$ cat src/rtl/tpu_mmu_2x2.sv
// tpu_mmu_2x2: weight-stationary 2x2 signed int8 systolic matrix-multiply unit.
// Each accepted activation row a produces c[j] = a[0]*W[0][j] + a[1]*W[1][j]
// exactly three edges after acceptance. A job is N_ROWS rows and starts on one
// start pulse.
//
// state    | meaning
// ---------+--------------------------------------------------------------
// ST_IDLE  | waiting for start; weight writes are honoured here only
// ST_FEED  | a_ready=1; rows are accepted and counted up to N_ROWS
// ST_DRAIN | all rows accepted; waits for the last result (done), then idle
module tpu_mmu_2x2 #(
   parameter int N_ROWS = 2,
   parameter int ACC_W  = 18
) (
   input  logic               clk,
   input  logic               rst_n,
   input  logic               w_we,
   input  logic [1:0]         w_addr,
   input  logic [7:0]         w_data,
   input  logic               start,
   input  logic               a_valid,
   output logic               a_ready,
   input  logic [15:0]        a_row,
   output logic               c_valid,
   output logic [2*ACC_W-1:0] c_row,
   output logic               busy,
   output logic               done
);

   typedef enum logic [1:0] {ST_IDLE, ST_FEED, ST_DRAIN} state_t;

   state_t state_q, state_d;
   logic [7:0] cnt_q, cnt_d;
   logic [3:0][7:0] w_q, w_d;
   logic a_ready_q, a_ready_d;
   logic busy_q, busy_d;

   // Stage 1: row 0 of the array sees a[0]; a[1] waits one cycle (input skew).
   logic [7:0] a0_q, a0_d, a1_sk_q, a1_sk_d;
   logic v1_q, v1_d, l1_q, l1_d;
   // Stage 2: row-0 PE products are registered; a[1] reaches array row 1.
   logic [15:0] p00_q, p00_d, p01_q, p01_d;
   logic [7:0] a1_q, a1_d;
   logic v2_q, v2_d, l2_q, l2_d;
   // Stage 3: row-1 PEs add their products into the column partial sums.
   logic [16:0] s0_q, s0_d, s1_q, s1_d;
   logic v3_q, v3_d, l3_q, l3_d;
   // Output registers: both columns leave together (column 1 deskewed).
   logic [2*ACC_W-1:0] c_row_q, c_row_d;
   logic c_valid_q, c_valid_d, done_q, done_d;

   logic accept, last_row;
   logic [15:0] m10, m11;
   logic signed [16:0] s0_s, s1_s;

   // Sign-extended 16x16 multiply: the low 16 bits equal the signed 8x8 product.
   function automatic logic [15:0] smul8(input logic [7:0] x, input logic [7:0] y);
      logic [15:0] xe, ye;
      xe = {{8{x[7]}}, x};
      ye = {{8{y[7]}}, y};
      return xe * ye;
   endfunction

   // Next-state logic for the FSM, weight file, row counter and datapath pipeline.
   always_comb begin
      state_d   = state_q;
      cnt_d     = cnt_q;
      w_d       = w_q;
      accept    = a_ready_q && a_valid;
      last_row  = (cnt_q == 8'(N_ROWS - 1));

      if (state_q == ST_IDLE && w_we) begin
         w_d[w_addr] = w_data;
      end

      case (state_q)
         ST_IDLE: begin
            if (start) state_d = ST_FEED;
         end
         ST_FEED: begin
            if (accept) begin
               if (last_row) begin
                  state_d = ST_DRAIN;
                  cnt_d   = '0;
               end else begin
                  cnt_d = cnt_q + 8'd1;
               end
            end
         end
         ST_DRAIN: begin
            if (done_q) state_d = ST_IDLE;
         end
         default: state_d = ST_IDLE;
      endcase

      a_ready_d = (state_d == ST_FEED);
      busy_d    = (state_d != ST_IDLE);

      a0_d    = accept ? a_row[7:0]  : a0_q;
      a1_sk_d = accept ? a_row[15:8] : a1_sk_q;
      v1_d    = accept;
      l1_d    = accept && last_row;

      p00_d = v1_q ? smul8(a0_q, w_q[0]) : p00_q;
      p01_d = v1_q ? smul8(a0_q, w_q[1]) : p01_q;
      a1_d  = v1_q ? a1_sk_q : a1_q;
      v2_d  = v1_q;
      l2_d  = l1_q;

      m10  = smul8(a1_q, w_q[2]);
      m11  = smul8(a1_q, w_q[3]);
      s0_d = v2_q ? ({p00_q[15], p00_q} + {m10[15], m10}) : s0_q;
      s1_d = v2_q ? ({p01_q[15], p01_q} + {m11[15], m11}) : s1_q;
      v3_d = v2_q;
      l3_d = l2_q;

      s0_s      = s0_q;
      s1_s      = s1_q;
      c_row_d   = v3_q ? {ACC_W'(s1_s), ACC_W'(s0_s)} : c_row_q;
      c_valid_d = v3_q;
      done_d    = v3_q && l3_q;
   end

   // All state registers; reset aborts any job and clears the weights.
   always_ff @(posedge clk or negedge rst_n) begin
      if (!rst_n) begin
         state_q   <= ST_IDLE;
         cnt_q     <= '0;
         w_q       <= '0;
         a_ready_q <= 1'b0;
         busy_q    <= 1'b0;
         a0_q      <= '0;
         a1_sk_q   <= '0;
         v1_q      <= 1'b0;
         l1_q      <= 1'b0;
         p00_q     <= '0;
         p01_q     <= '0;
         a1_q      <= '0;
         v2_q      <= 1'b0;
         l2_q      <= 1'b0;
         s0_q      <= '0;
         s1_q      <= '0;
         v3_q      <= 1'b0;
         l3_q      <= 1'b0;
         c_row_q   <= '0;
         c_valid_q <= 1'b0;
         done_q    <= 1'b0;
      end else begin
         state_q   <= state_d;
         cnt_q     <= cnt_d;
         w_q       <= w_d;
         a_ready_q <= a_ready_d;
         busy_q    <= busy_d;
         a0_q      <= a0_d;
         a1_sk_q   <= a1_sk_d;
         v1_q      <= v1_d;
         l1_q      <= l1_d;
         p00_q     <= p00_d;
         p01_q     <= p01_d;
         a1_q      <= a1_d;
         v2_q      <= v2_d;
         l2_q      <= l2_d;
         s0_q      <= s0_d;
         s1_q      <= s1_d;
         v3_q      <= v3_d;
         l3_q      <= l3_d;
         c_row_q   <= c_row_d;
         c_valid_q <= c_valid_d;
         done_q    <= done_d;
      end
   end

   assign a_ready = a_ready_q;
   assign busy    = busy_q;
   assign c_valid = c_valid_q;
   assign c_row   = c_row_q;
   assign done    = done_q;

endmodule

$ cat config.mk
export PLATFORM = sky130hd
export DESIGN_NAME = tpu_mmu_2x2
export DESIGN_NICKNAME = d
export VERILOG_FILES = /design/src/rtl/tpu_mmu_2x2.sv
export SDC_FILE = /design/constraint.sdc
export NUM_CORES = 1
export LEC_CHECK = 0
export ABC_AREA = 1
export CAP_MARGIN = 40
export CORE_MARGIN = 2
export CORE_UTILIZATION = 60
export CTS_BUF_LIST = sky130_fd_sc_hd__clkbuf_16
export CTS_CLUSTER_SIZE = 24
export DETAILED_ROUTE_END_ITERATION = 10
export GPL_TIMING_DRIVEN = 0
export HOLD_SLACK_MARGIN = 0.02
export PLACE_DENSITY_LB_ADDON = 0.2
export SLEW_MARGIN = 20
export SYNTH_ARGS = -nofsm -noshare
export SYNTH_HDL_FRONTEND = slang
export SYNTH_SLANG_ARGS = --single-unit
$ cat constraint.sdc
create_clock -name clk -period 7.4 [get_ports clk]
set_input_delay 1.11 -clock clk [delete_from_list [all_inputs] [get_ports clk]]
set_output_delay 1.11 -clock clk [all_outputs]
set_load 0.03 [all_outputs]
==> metrics.md <==
| Metric | Value |
|---|---|
| Status | finished, final reports clean |
| Crit path from | a1_q[7] |
| Starting density of the core | 60.55% |
| WL final | 41,620 um |
| IO Count | 71 |
| Pleak | 12.22 nW |
| Slew Limit Fails | 0 |
| Setup Crit Path Kind | register to register |
| Antenna violations before repair | 1 |
| Die Wd | 179.2 um |
| Hpwl dp | 34,280 um |
| Synth Net Count | 2,649 |
| Fin crit period | 5.322 ns |
| Final instance area | 20,260 um^2 |
| Period Utilization, post-route | 71.93% |
| Crit end category | register |
| Die span in y | 179.2 um |
| Filler cells | 2,561 |
| DR iter-0 viols | 924 |
| Largest net degree at the start of global routing | 102 |
| CP startpoint kind | register |
| Worst Min Path Start | l2_q |
| First-pass GRT wire length | 70,260 um |
| # hold bufs at CTS | 0 |
| Commonest non-fill, non-tap cell in the layout | nand2_1 |
| Clock transition at path regs | 0.07 ns |
| Post_cts resized | 0 |
| Post-synthesis cell count | 2,218 |
| CTS tree | done |
| Core footprint | 30,430 um^2 |
| Placed cell areas | 19,650 um^2 |
| Pwr/cell area | 101.5 nW/um^2 |
| Maximum clock frequency | 187.9 MHz |
| CP Cell Sequence | clkbuf_1, clkbuf_1, nand2_1, inv_1, fa_1, fa_1, fa_1, inv_1, fa_1, inv_1, ha_1, ha_1, nand2_1, nor2_1, nand3_1, nand3_1, nand2_1, nand3_1, o21ai_1 |
| Number of CTS-inserted buffers | 17 |
| Clk Latency, worst-skew pair | 0.45 ns |
| Worst reg2reg path startpoint | a1_q[7] |
| Nets | 2,739 |
| Crit-path max cell delay | 0.55 ns |
| Critical path arrival | 5.64 ns |
| Max Cap Viol | 0 |
| Routed Antenna Nets | 0 |
| Number of inserted diodes | 0 |
| Max FO, Critical Path | 10 |
| Gr usage total | 28.32% |
| Slowest cell on crit path | fa_1 |
| RSZ-0062 raised after global routing | no |
| Syn_area_per_cell | 8.307 um^2 |
| Top cells by area, synth | fa_1, dfrtp_1, nand2_1, inv_1, ha_1 |
| Setup_tns | 0 ns |
| Postcts setup bufs | 0 |
| Gpl congestion | 0.8843 |
| Die area | 32,130 um^2 |
| Setup Skew | 0.01569 ns |
| Port buffer count | 70 |
| Remaining DRCs | 0 |
| Worst-margin pin slew | 0.7428 ns |
| Max VDD drop | 144.6 uV |
| Slew Limit Headroom | 50.48% |
| Wirelength per Cell | 15.32 um |
| Seq/Total Area, Yosys | 23.90% |
| Most frequent CP cell | fa_1 |
| Total gr overflow | 0 |
| Row cnt | 64 |
| Synth top area share | 28.47% |
| H-tree Lvls | 4 |
| Max Root-Sink Buffers | 2 |
| Post-Syn Area | 18,430 um^2 |
| Clk sinks | 176 |
| Layout cells sized above 1 | 3.619% |
| Hold Path Class | register to register |
| Synth warnings | 0 |
| Fin. Hold Viols | 0 |
| Final Util | 66.58% |
| DRT Pass-1 Iters | 5 |
| Root Buffer | clkbuf_16 |
| Dominant cell type by area after synthesis | fa_1 |
| Final setup fails | 0 |
| Area grow syn2layout | 9.962% |
| Distinct cells, synth | 34 |
| Total number of vias | 13,900 |
| Vias in the first global route | 14,440 |
| Most frequent cells in the layout | nand2_1, inv_1, fa_1, dfrtp_1, ha_1 |
| Via density | 5.114 |
| Worst endpoint required time | 7.72 ns |
| FF+latch count, synth | 176 |
[worst paths after layout]
check,to,slack (ns),cells after the start
worst min register to register,l3_q,0.35,0
worst max register to register,s0_q[14],2.08,19
max in group asynchronous,a1_sk_q[6],5.88,2
worst min-delay path,l3_q,0.35,0
min in group asynchronous,c_row[5],0.62,1
worst max-delay path,s0_q[14],2.08,19
[cell type report]
class                      instances  area [um^2]  share of cell area [%]
buffer                            86        369.1                   1.822
clock buffer                      17        425.4                   2.100
sequential                       176         4404                   21.74
inverter                         545         2046                   10.10
timing repair buffer              71        733.2                   3.619
clock inverter                    15        181.4                  0.8954
tap                              396        495.5                   2.445
multi-input combinational       1411        11610                   57.28
[synth_stat cells]
library cell / count
nor2_8: 1
o21ai_0: 47
nand2_1: 606
nor2_1: 84
clkbuf_1: 73
ha_1: 138
o22ai_1: 1
nand4_1: 10
a21oi_1: 43
o21ai_1: 46
or2_2: 1
nand3b_1: 2
inv_1: 538
a21boi_1: 1
nand3_1: 79
a31oi_1: 2
a21o_1: 7
clkinv_1: 4
dfrtp_1: 176
o21bai_1: 8
or2_4: 1
xnor2_1: 17
inv_2: 3
xor2_1: 20
mux2i_1: 1
mux2_2: 25
buf_6: 4
nand3_2: 5
nor3_4: 1
buf_2: 7
nor3b_2: 1
buf_4: 2
fa_1: 262
nand2_4: 2
[per-stage QoR]
stage / cells / worst slack [ns] / total power [mW] / hold slack (ns)
3_5_place_dp: 2685 / 2.073 / 1.116 / 0.3381
3_3_place_gp: 2684 / -1.783 / 1.111 / 0.3336
2_1_floorplan: 2218 / 2.875 / 1.054 / 0.3312
5_1_grt: 2717 / 1.707 / 2.133 / 0.3693
6_report: 2717 / 2.078 / 2.056 / 0.3497
4_1_cts: 2717 / 2.061 / 2.073 / 0.3533
[layer usage]
metal,up-vias,wire length [um],part of all wire [%],global-route usage (%)
li1,6690,-,-,-
met1,6729,17910,43,36.11
met2,388,19840,48,48.32
met3,88,2231,5.4,4.220
met4,0,1634,3.9,11.86
met5,-,0,0,0
[flip-flops by register name (all words and copies together) (netlist names), 2 cells and up]
signal / flops
c_row: 34
w_q: 32
a0_q: 8
state_q: 2
a1_sk_q: 8
s0_q: 17
cnt_q: 8
s1_q: 17
p01_q: 16
a1_q: 8
p00_q: 16
[critical path: cells and delay by family, from the launching register on]
| kind | cells | cell delay (ns) |
|---|---|---|
| flip-flops | 1 | 0.32 |
| adder cells (fa/ha/maj) | 6 | 2.67 |
| AO/OA/AOI/OAI | 1 | 0.08 |
| buffers and inverters | 5 | 1.27 |
| AND/OR/NAND/NOR | 7 | 0.84 |
[report_power, final]
group / switching [mW] / internal [mW]
Sequential: 0.00168 / 0.966
Combinational: 0.0830 / 0.0465
Clock: 0.422 / 0.537
Total: 0.507 / 1.55
[cell families (layout without fill, tap and decap cells)]
kind of cell / count (synthesis) / count (layout) / synth area share, %
compound gates: 155 / 155 / 4.448
fa+ha+maj: 400 / 400 / 37.84
flops: 176 / 176 / 23.90
mux: 26 / 26 / 1.582
xor+xnor: 37 / 37 / 1.759
simple gates: 793 / 793 / 17.36
buf+inv: 631 / 734 / 13.11
No activity file was read; power rests on OpenSTA's default activity.
